[config.mk]
export PLATFORM = sky130hd
export DESIGN_NAME = phy_rx_4b5b_deframer
export DESIGN_NICKNAME = d
export VERILOG_FILES = /design/src/rtl/phy_rx_4b5b_deframer.sv
export SDC_FILE = /design/constraint.sdc
export NUM_CORES = 1
export LEC_CHECK = 0
export ABC_AREA = 1
export BUFFER_PORTS_ARGS = -buffer_cell sky130_fd_sc_hd__buf_2
export CAP_MARGIN = 10
export CORE_MARGIN = 3
export CORE_UTILIZATION = 50
export DETAILED_ROUTE_END_ITERATION = 7
export PLACE_DENSITY = 0.67
export SYNTH_ARGS = -nofsm -noshare
export SYNTH_HDL_FRONTEND = slang
export SYNTH_SLANG_ARGS = --single-unit
[constraint.sdc]
create_clock -name clk -period 4.2 [get_ports clk]
set_input_delay 0.84 -clock clk [delete_from_list [all_inputs] [get_ports clk]]
set_output_delay 0.84 -clock clk [all_outputs]
set_load 0.1 [all_outputs]
[src/rtl/phy_rx_4b5b_deframer.sv]
// USB PD receive deframer: hunts for symbol alignment on the decoded BMC bit
// stream, classifies ordered sets, 4b5b-decodes payload into bytes, flags EOP/errors.
module phy_rx_4b5b_deframer #(
    parameter int unsigned MAX_BYTES = 264
) (
    input  logic       clk,
    input  logic       rst_n,
    input  logic       rx_bit_in,
    input  logic       rx_bit_en,
    input  logic       rx_clr,
    output logic [7:0] rx_byte,
    output logic       rx_byte_en,
    output logic [2:0] rx_sop_type,
    output logic       rx_sop_en,
    output logic       rx_eop,
    output logic       rx_err
);
    localparam int unsigned CW = $clog2(MAX_BYTES + 1);

    localparam logic [4:0] K_S1  = 5'b11000;
    localparam logic [4:0] K_S2  = 5'b10001;
    localparam logic [4:0] K_S3  = 5'b00110;
    localparam logic [4:0] K_R1  = 5'b00111;
    localparam logic [4:0] K_R2  = 5'b11001;
    localparam logic [4:0] K_EOP = 5'b01101;

    typedef enum logic [1:0] {HUNT, ORDSET, DATA} state_t;

    state_t         state_q, state_d;
    logic [3:0]     sh_q, sh_d;
    logic [4:0]     win;
    logic [2:0]     bcnt_q, bcnt_d;
    logic [1:0]     kcnt_q, kcnt_d;
    logic [4:0]     k0_q, k0_d, k1_q, k1_d, k2_q, k2_d;
    logic           phase_q, phase_d;
    logic [3:0]     low_q, low_d;
    logic [CW-1:0]  cnt_q, cnt_d;
    logic [7:0]     byte_d;
    logic [2:0]     sop_type_d;
    logic           byte_en_d, sop_en_d, eop_d, err_d;
    logic [4:0]     dec;
    logic           m_sop0, m_sop1, m_sop2, m_hr, m_cr;

    // Returns {valid, nibble}
    function automatic logic [4:0] decode(input logic [4:0] s);
        case (s)
            5'b11110: decode = 5'h10;
            5'b01001: decode = 5'h11;
            5'b10100: decode = 5'h12;
            5'b10101: decode = 5'h13;
            5'b01010: decode = 5'h14;
            5'b01011: decode = 5'h15;
            5'b01110: decode = 5'h16;
            5'b01111: decode = 5'h17;
            5'b10010: decode = 5'h18;
            5'b10011: decode = 5'h19;
            5'b10110: decode = 5'h1A;
            5'b10111: decode = 5'h1B;
            5'b11010: decode = 5'h1C;
            5'b11011: decode = 5'h1D;
            5'b11100: decode = 5'h1E;
            5'b11101: decode = 5'h1F;
            default:  decode = 5'h00;
        endcase
    endfunction

    function automatic logic match3(input logic [4:0] a0, a1, a2, a3,
                                    input logic [4:0] p0, p1, p2, p3);
        logic [2:0] n;
        n = 3'(a0 == p0) + 3'(a1 == p1) + 3'(a2 == p2) + 3'(a3 == p3);
        return n >= 3'd3;
    endfunction

    // The stored four bits are b4..b1 of the previous window; the new bit becomes b4
    assign win = {rx_bit_in, sh_q};
    assign dec = decode(win);

    assign m_sop0 = match3(k0_q, k1_q, k2_q, win, K_S1, K_S1, K_S1, K_S2);
    assign m_sop1 = match3(k0_q, k1_q, k2_q, win, K_S1, K_S1, K_S3, K_S3);
    assign m_sop2 = match3(k0_q, k1_q, k2_q, win, K_S1, K_S3, K_S1, K_S3);
    assign m_hr   = match3(k0_q, k1_q, k2_q, win, K_R1, K_R1, K_R1, K_R2);
    assign m_cr   = match3(k0_q, k1_q, k2_q, win, K_R1, K_S1, K_R1, K_S3);

    always_comb begin
        state_d    = state_q;
        sh_d       = sh_q;
        bcnt_d     = bcnt_q;
        kcnt_d     = kcnt_q;
        k0_d       = k0_q;
        k1_d       = k1_q;
        k2_d       = k2_q;
        phase_d    = phase_q;
        low_d      = low_q;
        cnt_d      = cnt_q;
        byte_d     = rx_byte;
        sop_type_d = rx_sop_type;
        byte_en_d  = 1'b0;
        sop_en_d   = 1'b0;
        eop_d      = 1'b0;
        err_d      = 1'b0;

        if (rx_clr) begin
            state_d = HUNT;
            sh_d    = '0;
            bcnt_d  = '0;
            kcnt_d  = '0;
            phase_d = 1'b0;
            low_d   = '0;
            cnt_d   = '0;
        end else if (rx_bit_en) begin
            sh_d = win[4:1];
            case (state_q)
                HUNT: begin
                    if (win == K_S1 || win == K_R1) begin
                        k0_d    = win;
                        bcnt_d  = '0;
                        kcnt_d  = 2'd1;
                        state_d = ORDSET;
                    end
                end
                ORDSET: begin
                    if (bcnt_q != 3'd4) begin
                        bcnt_d = bcnt_q + 3'd1;
                    end else begin
                        bcnt_d = '0;
                        case (kcnt_q)
                            2'd1: begin k1_d = win; kcnt_d = 2'd2; end
                            2'd2: begin k2_d = win; kcnt_d = 2'd3; end
                            default: begin
                                kcnt_d  = '0;
                                state_d = HUNT;
                                // Resets outrank SOPs when a corrupted set matches several
                                if (m_hr) begin
                                    sop_type_d = 3'd3;
                                    sop_en_d   = 1'b1;
                                end else if (m_cr) begin
                                    sop_type_d = 3'd4;
                                    sop_en_d   = 1'b1;
                                end else if (m_sop0 || m_sop1 || m_sop2) begin
                                    sop_type_d = m_sop0 ? 3'd0 : (m_sop1 ? 3'd1 : 3'd2);
                                    sop_en_d   = 1'b1;
                                    phase_d    = 1'b0;
                                    cnt_d      = '0;
                                    state_d    = DATA;
                                end else begin
                                    sop_type_d = 3'd7;
                                    err_d      = 1'b1;
                                end
                            end
                        endcase
                    end
                end
                DATA: begin
                    if (bcnt_q != 3'd4) begin
                        bcnt_d = bcnt_q + 3'd1;
                    end else begin
                        bcnt_d = '0;
                        if (dec[4]) begin
                            if (!phase_q) begin
                                low_d   = dec[3:0];
                                phase_d = 1'b1;
                            end else if (cnt_q == CW'(MAX_BYTES)) begin
                                err_d   = 1'b1;
                                state_d = HUNT;
                            end else begin
                                byte_d    = {dec[3:0], low_q};
                                byte_en_d = 1'b1;
                                cnt_d     = cnt_q + CW'(1);
                                phase_d   = 1'b0;
                            end
                        end else if (win == K_EOP && !phase_q) begin
                            eop_d   = 1'b1;
                            state_d = HUNT;
                        end else begin
                            err_d   = 1'b1;
                            state_d = HUNT;
                        end
                    end
                end
                default: state_d = HUNT;
            endcase
        end
    end

    always_ff @(posedge clk or negedge rst_n) begin
        if (!rst_n) begin
            state_q     <= HUNT;
            sh_q        <= '0;
            bcnt_q      <= '0;
            kcnt_q      <= '0;
            k0_q        <= '0;
            k1_q        <= '0;
            k2_q        <= '0;
            phase_q     <= 1'b0;
            low_q       <= '0;
            cnt_q       <= '0;
            rx_byte     <= '0;
            rx_byte_en  <= 1'b0;
            rx_sop_type <= 3'd7;
            rx_sop_en   <= 1'b0;
            rx_eop      <= 1'b0;
            rx_err      <= 1'b0;
        end else begin
            state_q     <= state_d;
            sh_q        <= sh_d;
            bcnt_q      <= bcnt_d;
            kcnt_q      <= kcnt_d;
            k0_q        <= k0_d;
            k1_q        <= k1_d;
            k2_q        <= k2_d;
            phase_q     <= phase_d;
            low_q       <= low_d;
            cnt_q       <= cnt_d;
            rx_byte     <= byte_d;
            rx_byte_en  <= byte_en_d;
            rx_sop_type <= sop_type_d;
            rx_sop_en   <= sop_en_d;
            rx_eop      <= eop_d;
            rx_err      <= err_d;
        end
    end
endmodule

==> Word level (Yosys, flattened, before mapping) <==
Memories as Yosys holds them, arrays and structs flattened.
Cells that the tools add are included.
{ "word_totals": {"register_bits": 55, "mem_bits_ro": 160, "inputBits": 5, "out_inout_bits": 15, "mem_count": 1} }
{ "classes": {"add_sub_neg": 16, "n_lt_le_gt_ge": 5, "eq_ne": 34, "n_mux": 93, "bitwise": 4, "n_reduce_logical": 25} }
{ "memory_table": {"columns": ["memory", "depth", "word_bits", "read_ports", "rd_ports_with_merged_regs", "wr", "line_no", "text"], "rows": [
  ["(no name shown)", 32, 5, 1, 0, 0, "46", "case (s)"]
]} }
{ "op_table": {"columns": ["op", "n"], "rows": [
  ["2-to-1 mux 9 bit", 11],
  ["2-to-1 mux 1 bit", 43],
  ["equality test 5 x 3 -> 1 bit (second input constant)", 7],
  ["2-to-1 mux 2 bit", 17],
  ["inequality test 3 bit (second input constant)", 11],
  ["2-to-1 mux 4 bit", 8],
  ["equality test 5 bit (second input constant)", 6],
  ["2-to-1 mux 3 bit", 7],
  ["AND reduction 5 bit", 4],
  ["adder 3 x 1 -> 3 bit", 6],
  ["case mux 9 bit (2 select lines)", 1],
  ["greater-or-equal comparator 3 x 2 -> 1 bit (second input constant)", 5],
  ["AND reduction 7 bit", 2],
  ["adder 2 x 1 -> 3 bit", 4],
  ["AND reduction 11 bit", 1],
  ["adder 9 x 1 -> 9 bit (second input constant)", 1],
  ["equality test 9 bit (second input constant)", 1],
  ["AND reduction 9 bit", 1],
  ["nonzero test 3 bit", 3],
  ["adder 1 x 1 -> 2 bit", 4],
  ["inequality test 4 bit (second input constant)", 2],
  ["case mux 2 bit (2 select lines)", 2],
  ["AND reduction 4 bit", 2],
  ["case mux 2 bit (3 select lines)", 1],
  ["15 further kinds", 27]
]} }

==> Longest topological paths before layout <==
{ "logic_depth": {"depth_word": 15, "ltp_mapped": 18, "depth_no_buf": 17} }

==> Worst setup path before layout <==
Ideal clock, no wire load.
{ "synth_timing": {"path_kind": "input to register", "from": "input rx_bit_in", "to": "register phase_q", "setup_ns": 0.117, "arrival_time_ns": 3.039, "required_ns": 4.083, "setup_slack_ns": 1.045, "cell_stages": 16, "path_cell_list": "inv_2 > buf_2 > nand4_1 > inv_1 > fa_1 > ha_1 > ha_1 > nand2_1 > nor2_1 > nor2_1 > nand3_1 > nor2_1 > nor2_1 > buf_2 > nand3b_1 > nand2_1"} }
{ "synth_between": {"elab_chain_cells": 7} }
{ "synth_lines": {"columns": ["item", "line_no", "text"], "rows": [
  ["start: declaration", "8", "input logic rx_bit_in,"],
  ["equality test 5 bit or equality test 5 x 3 -> 1 bit (tied branches)", "70", "n = 3'(a0 == p0) + 3'(a1 == p1) + 3'(a2 == p2) + 3'(a3 == p3);"],
  ["adder 3 x 1 -> 3 bit", "70", null],
  ["greater-or-equal comparator 3 x 2 -> 1 bit", "71", "return n >= 3'd3;"],
  ["logical OR 1 bit (2 in series)", "139", "end else if (m_sop0 || m_sop1 || m_sop2) begin"],
  ["inequality test 3 bit (no source line)", null, null],
  ["AND reduction 9 bit (no source line) *", null, null],
  ["end signal: assignment", "211", "phase_q <= phase_d;"],
  ["end: declaration", "35", "logic phase_q, phase_d;"]
]} }
Mark *: on every way between the ends. The rest lies on a longest branch, timed or not.
A chain may end at the register's enable or synchronous reset.

==> Worst setup path after layout <==
{ "layout_timing": {"from": "register sh_q[2]", "to": "register phase_q"} }
{ "layout_between": {"elab_chain_cells": 7} }
{ "layout_lines": {"columns": ["item", "line_no", "text"], "rows": [
  ["start: declaration", "30", "logic [3:0] sh_q, sh_d;"],
  ["start signal: assignment", "188", "sh_q <= '0;"],
  ["start signal: assignment", "205", "sh_q <= sh_d;"],
  ["equality test 5 bit or equality test 5 x 3 -> 1 bit (tied branches)", "70", null],
  ["adder 3 x 1 -> 3 bit", "70", null],
  ["greater-or-equal comparator 3 x 2 -> 1 bit", "71", null],
  ["logical OR 1 bit (2 in series)", "139", null],
  ["inequality test 3 bit (no source line)", null, null],
  ["AND reduction 9 bit (no source line) *", null, null]
]} }
Marks and branches as above.

==> run_results.csv <==
group,metric,value,unit
floorplanning,die_w,89.39,um
synth,syn_area,3477,um^2
critical_path,r2r_end,"phase_q",
clocking,cts.sinks,55,
clocking,path_clk_slew,110,ps
critical_path,worstPathRequired,4410,ps
synth,synth_nets,492,
placed_design,place_inst,545,
timing,rsz0062_at_grt,"no",
synth,yosys_warnings,0,
timing,drv_slew,0,
clocking,cts_root_buf,"clkbuf_8",
final_layout,multi_input_area,1792,um^2
floorplanning,ios,20,
synth,synthDistinctLibCells,32,
routing,routed_via_density,5.217,
critical_path,startpoint,"sh_q[2]",
routing,wl,7238,um
routing,routedWlPerCell,13.09,um
critical_path,rr_worst_depth,16,
placed_design,hpwl,5413,um
clocking,htreeDepth,2,
critical_path,regToRegSetupSlack,1000,ps
critical_path,crit_path_max_fanout,11,
timing,setup_tns,0,ps
synth,postSynthAreaPerCell,7.609,um^2
timing,finalHoldViolations,0,
final_layout,layout.cells.non_filler,553,
final_layout,drive_above_1_share,0.09244,
critical_path,crit_top_cell,"nor2_1",
critical_path,cp_cell_sequence,"inv_2 -> nor2_1 -> nand4_1 -> inv_1 -> fa_1 -> ha_1 -> ha_1 -> nand2_1 -> nor2_1 -> nor2_1 -> nand3_1 -> nor2_1 -> nor2_1 -> buf_4 -> nand3b_1 -> nand2_1",
timing,period_needed,3196,ps
critical_path,r2r_start,"sh_q[2]",
timing,fin_worst_skew,16.90,ps
timing,finalCritPeriodShare,0.7610,
clocking,cts_tree,"yes",
critical_path,max_stage_delay,480,ps
clocking,cts_made_buffers,5,
placed_design,place.gp.congestion,0.9090,
clocking,clockBufferDepth,2,
timing,whs,487.0,ps
critical_path,crit_family,"simple AND/OR/NAND/NOR gates",
floorplanning,dieArea,7991,um^2
clocking,cts_hold_buf,0,
synth,yosys.area.top_type_share,0.3742,
final_layout,postLayoutCoreUtil,0.5692,
final_layout,diodes,0,
final_layout,n_fill_cell,628,
global_routing,grt_antenna_before_repair,0,
flow_run,cap_viol_max_count,0,
global_routing,overflow,0,
critical_path,crit_path_end_kind,"register",
critical_path,critPathKind,"register to register",
status,status,"finished clean",
clocking,post-cts-setup-buffers,0,
timing,maxSlewHeadroom,0.5842,
floorplanning,die_h,89.39,um
synth,ys_top_cells_by_area,"dfrtp_1, nand2_1, ha_1",
final_layout,regArea,1380,um^2
routing,drc_errors,0,
routing,via_count,2885,
floorplanning,coreArea,6531,um^2
critical_path,start_kind,"register",
power_and_ir_drop,peakVddDrop,0.1766,mV
global_routing,grt_usage,0.2063,
power_and_ir_drop,p_per_area,307.7,nW/um^2
timing,max_freq,312.9,MHz
global_routing,grt_pass1_vias,2717,
floorplanning,rows,29,
global_routing,grt_max_degree,34,
critical_path,crit_buf_inv,3,
routing,antenna_left,0,
routing,drt-pass1-iter-count,5,
floorplanning,start_util,0.5324,
clocking,post_cts_resized,0,
synth,ys_ff_latch,55,
synth,syn_inst,457,
critical_path,worst-path-stages,16,
worst_hold_path,hold_class,"input pin to async pin",
synth,synth_top_area_cell,"dfrtp_1",
clocking,clk_latency,320,ps
critical_path,critPathArrivalTime,3410,ps
critical_path,slowest_stage,"dfrtp_1",
final_layout,area.growth.synth_to_final,6.909,%
critical_path,crit_path_end,"phase_q",
final_layout,finalNetCount,510,
routing,drt-initial-drc-count,137,
placed_design,port_buffers,19,
timing,setup_viol,0,
timing,worst_pin_slew,618.0,ps
power_and_ir_drop,p_leak,1.920,nW
synth,ys_seq_area_frac,0.3969,
global_routing,grt_pass1_wl,12960,um
logic make-up (layout without fill, tap and decap cells):
group,count (synthesis),in the layout,synth area share
AOI/OAI and AO/OA,53,53,0.08240
xor gates and xnor gates,4,4,0.01008
adders and majority gates,30,30,0.1187
buffers and inverters,76,95,0.08780
DFF,55,55,0.3969
and+or+nand+nor,239,239,0.3041
worst min-delay path by stage:
stage | endpoint | start | slack [ps] | cells after the start
floorplan | k1_q[2] | k1_q[2] | 450 | 2
global route | kcnt_q[1] | rst_n | 520 | 1
global placement | rx_byte[3] | low_q[3] | 480 | 2
CTS | k2_q[1] | rst_n | 510 | 1
detailed placement | k1_q[2] | k1_q[2] | 480 | 2
finish | k2_q[1] | rst_n | 490 | 1
layout make-up:
class | instances | share of cell area
well taps | 77 | 0.02592
multi-input cells | 326 | 0.4820
clock inverters | 3 | 0.006059
clock buffers | 5 | 0.01851
inverters | 66 | 0.06664
repair buffers | 21 | 0.02962
flip-flops and latches | 55 | 0.3713
routing by layer:
layer  up-vias  GRT usage  part of all wire
li1       1515          -                 -
met1      1312     0.3078              0.50
met2        50     0.3215              0.45
met3         8    0.03041             0.036
met4         0    0.03789            0.0088
met5         -          0                 0
sequential cells by signal, summed over array words and instances (netlist names):
signal and cells:
kcnt_q 2, rx_eop 1, state_q 2, rx_sop_en 1, bcnt_q 3, k1_q 5, rx_byte_en 1, rx_byte 8
low_q 4, k2_q 5, phase_q 1, rx_err 1, sh_q 4, k0_q 5, cnt_q 9, rx_sop_type 3
cells in the mapped netlist:
master and n:
ha_1 25, a31oi_1 1, buf_4 1, nand4_1 20, fa_1 5, a21oi_1 9
inv_2 4, clkbuf_1 1, nor2_1 52, nor4_1 4, o21ai_1 2, nor3_1 7
nand3b_1 2, nor3b_4 1, xnor2_1 2, a22o_1 1, o211ai_1 2, inv_1 62
o22ai_1 4, o21ai_0 32, nand3_1 30, dfstp_2 3, nand2_1 116, o21ai_2 1
o21bai_1 1, dfrtp_1 52, buf_2 7, nand2_2 4, buf_6 1, nor3b_1 1
xor2_1 2, nand4_2 2
cell usage in the layout (no fill, tap or decap), drive strengths merged:
master  Yosys  layout
a21oi       9       9
a22o        1       1
a31oi       1       1
buf         9      21
clkbuf      1       5
clkinv      0       2
dfrtp      52      52
dfstp       3       3
fa          5       5
ha         25      25
inv        66      67
nand2     120     120
nand3      30      30
nand3b      2       2
nand4      22      22
nor2       52      52
nor3        7       7
nor3b       2       2
nor4        4       4
o211ai      2       2
o21ai      35      35
o21bai      1       1
o22ai       4       4
xnor2       2       2
xor2        2       2
per-stage QoR:
step	total power [mW]	setup slack, ps	instance area, um^2
after floorplan	0.7845	1045	3477
after global placement	0.8448	779.6	3626
after detailed placement	0.8483	689.8	3626
after CTS	1.153	1029	3717
after global routing	1.230	680.1	3717
final	1.144	1004	3717
power breakdown:
| group | internal (mW) | switching [mW] |
|---|---|---|
| clock | 0.120 | 0.186 |
| combinational | 0.0712 | 0.181 |
| sequential | 0.561 | 0.0237 |
| total | 0.753 | 0.391 |
(Power assumes the default switching activity.)
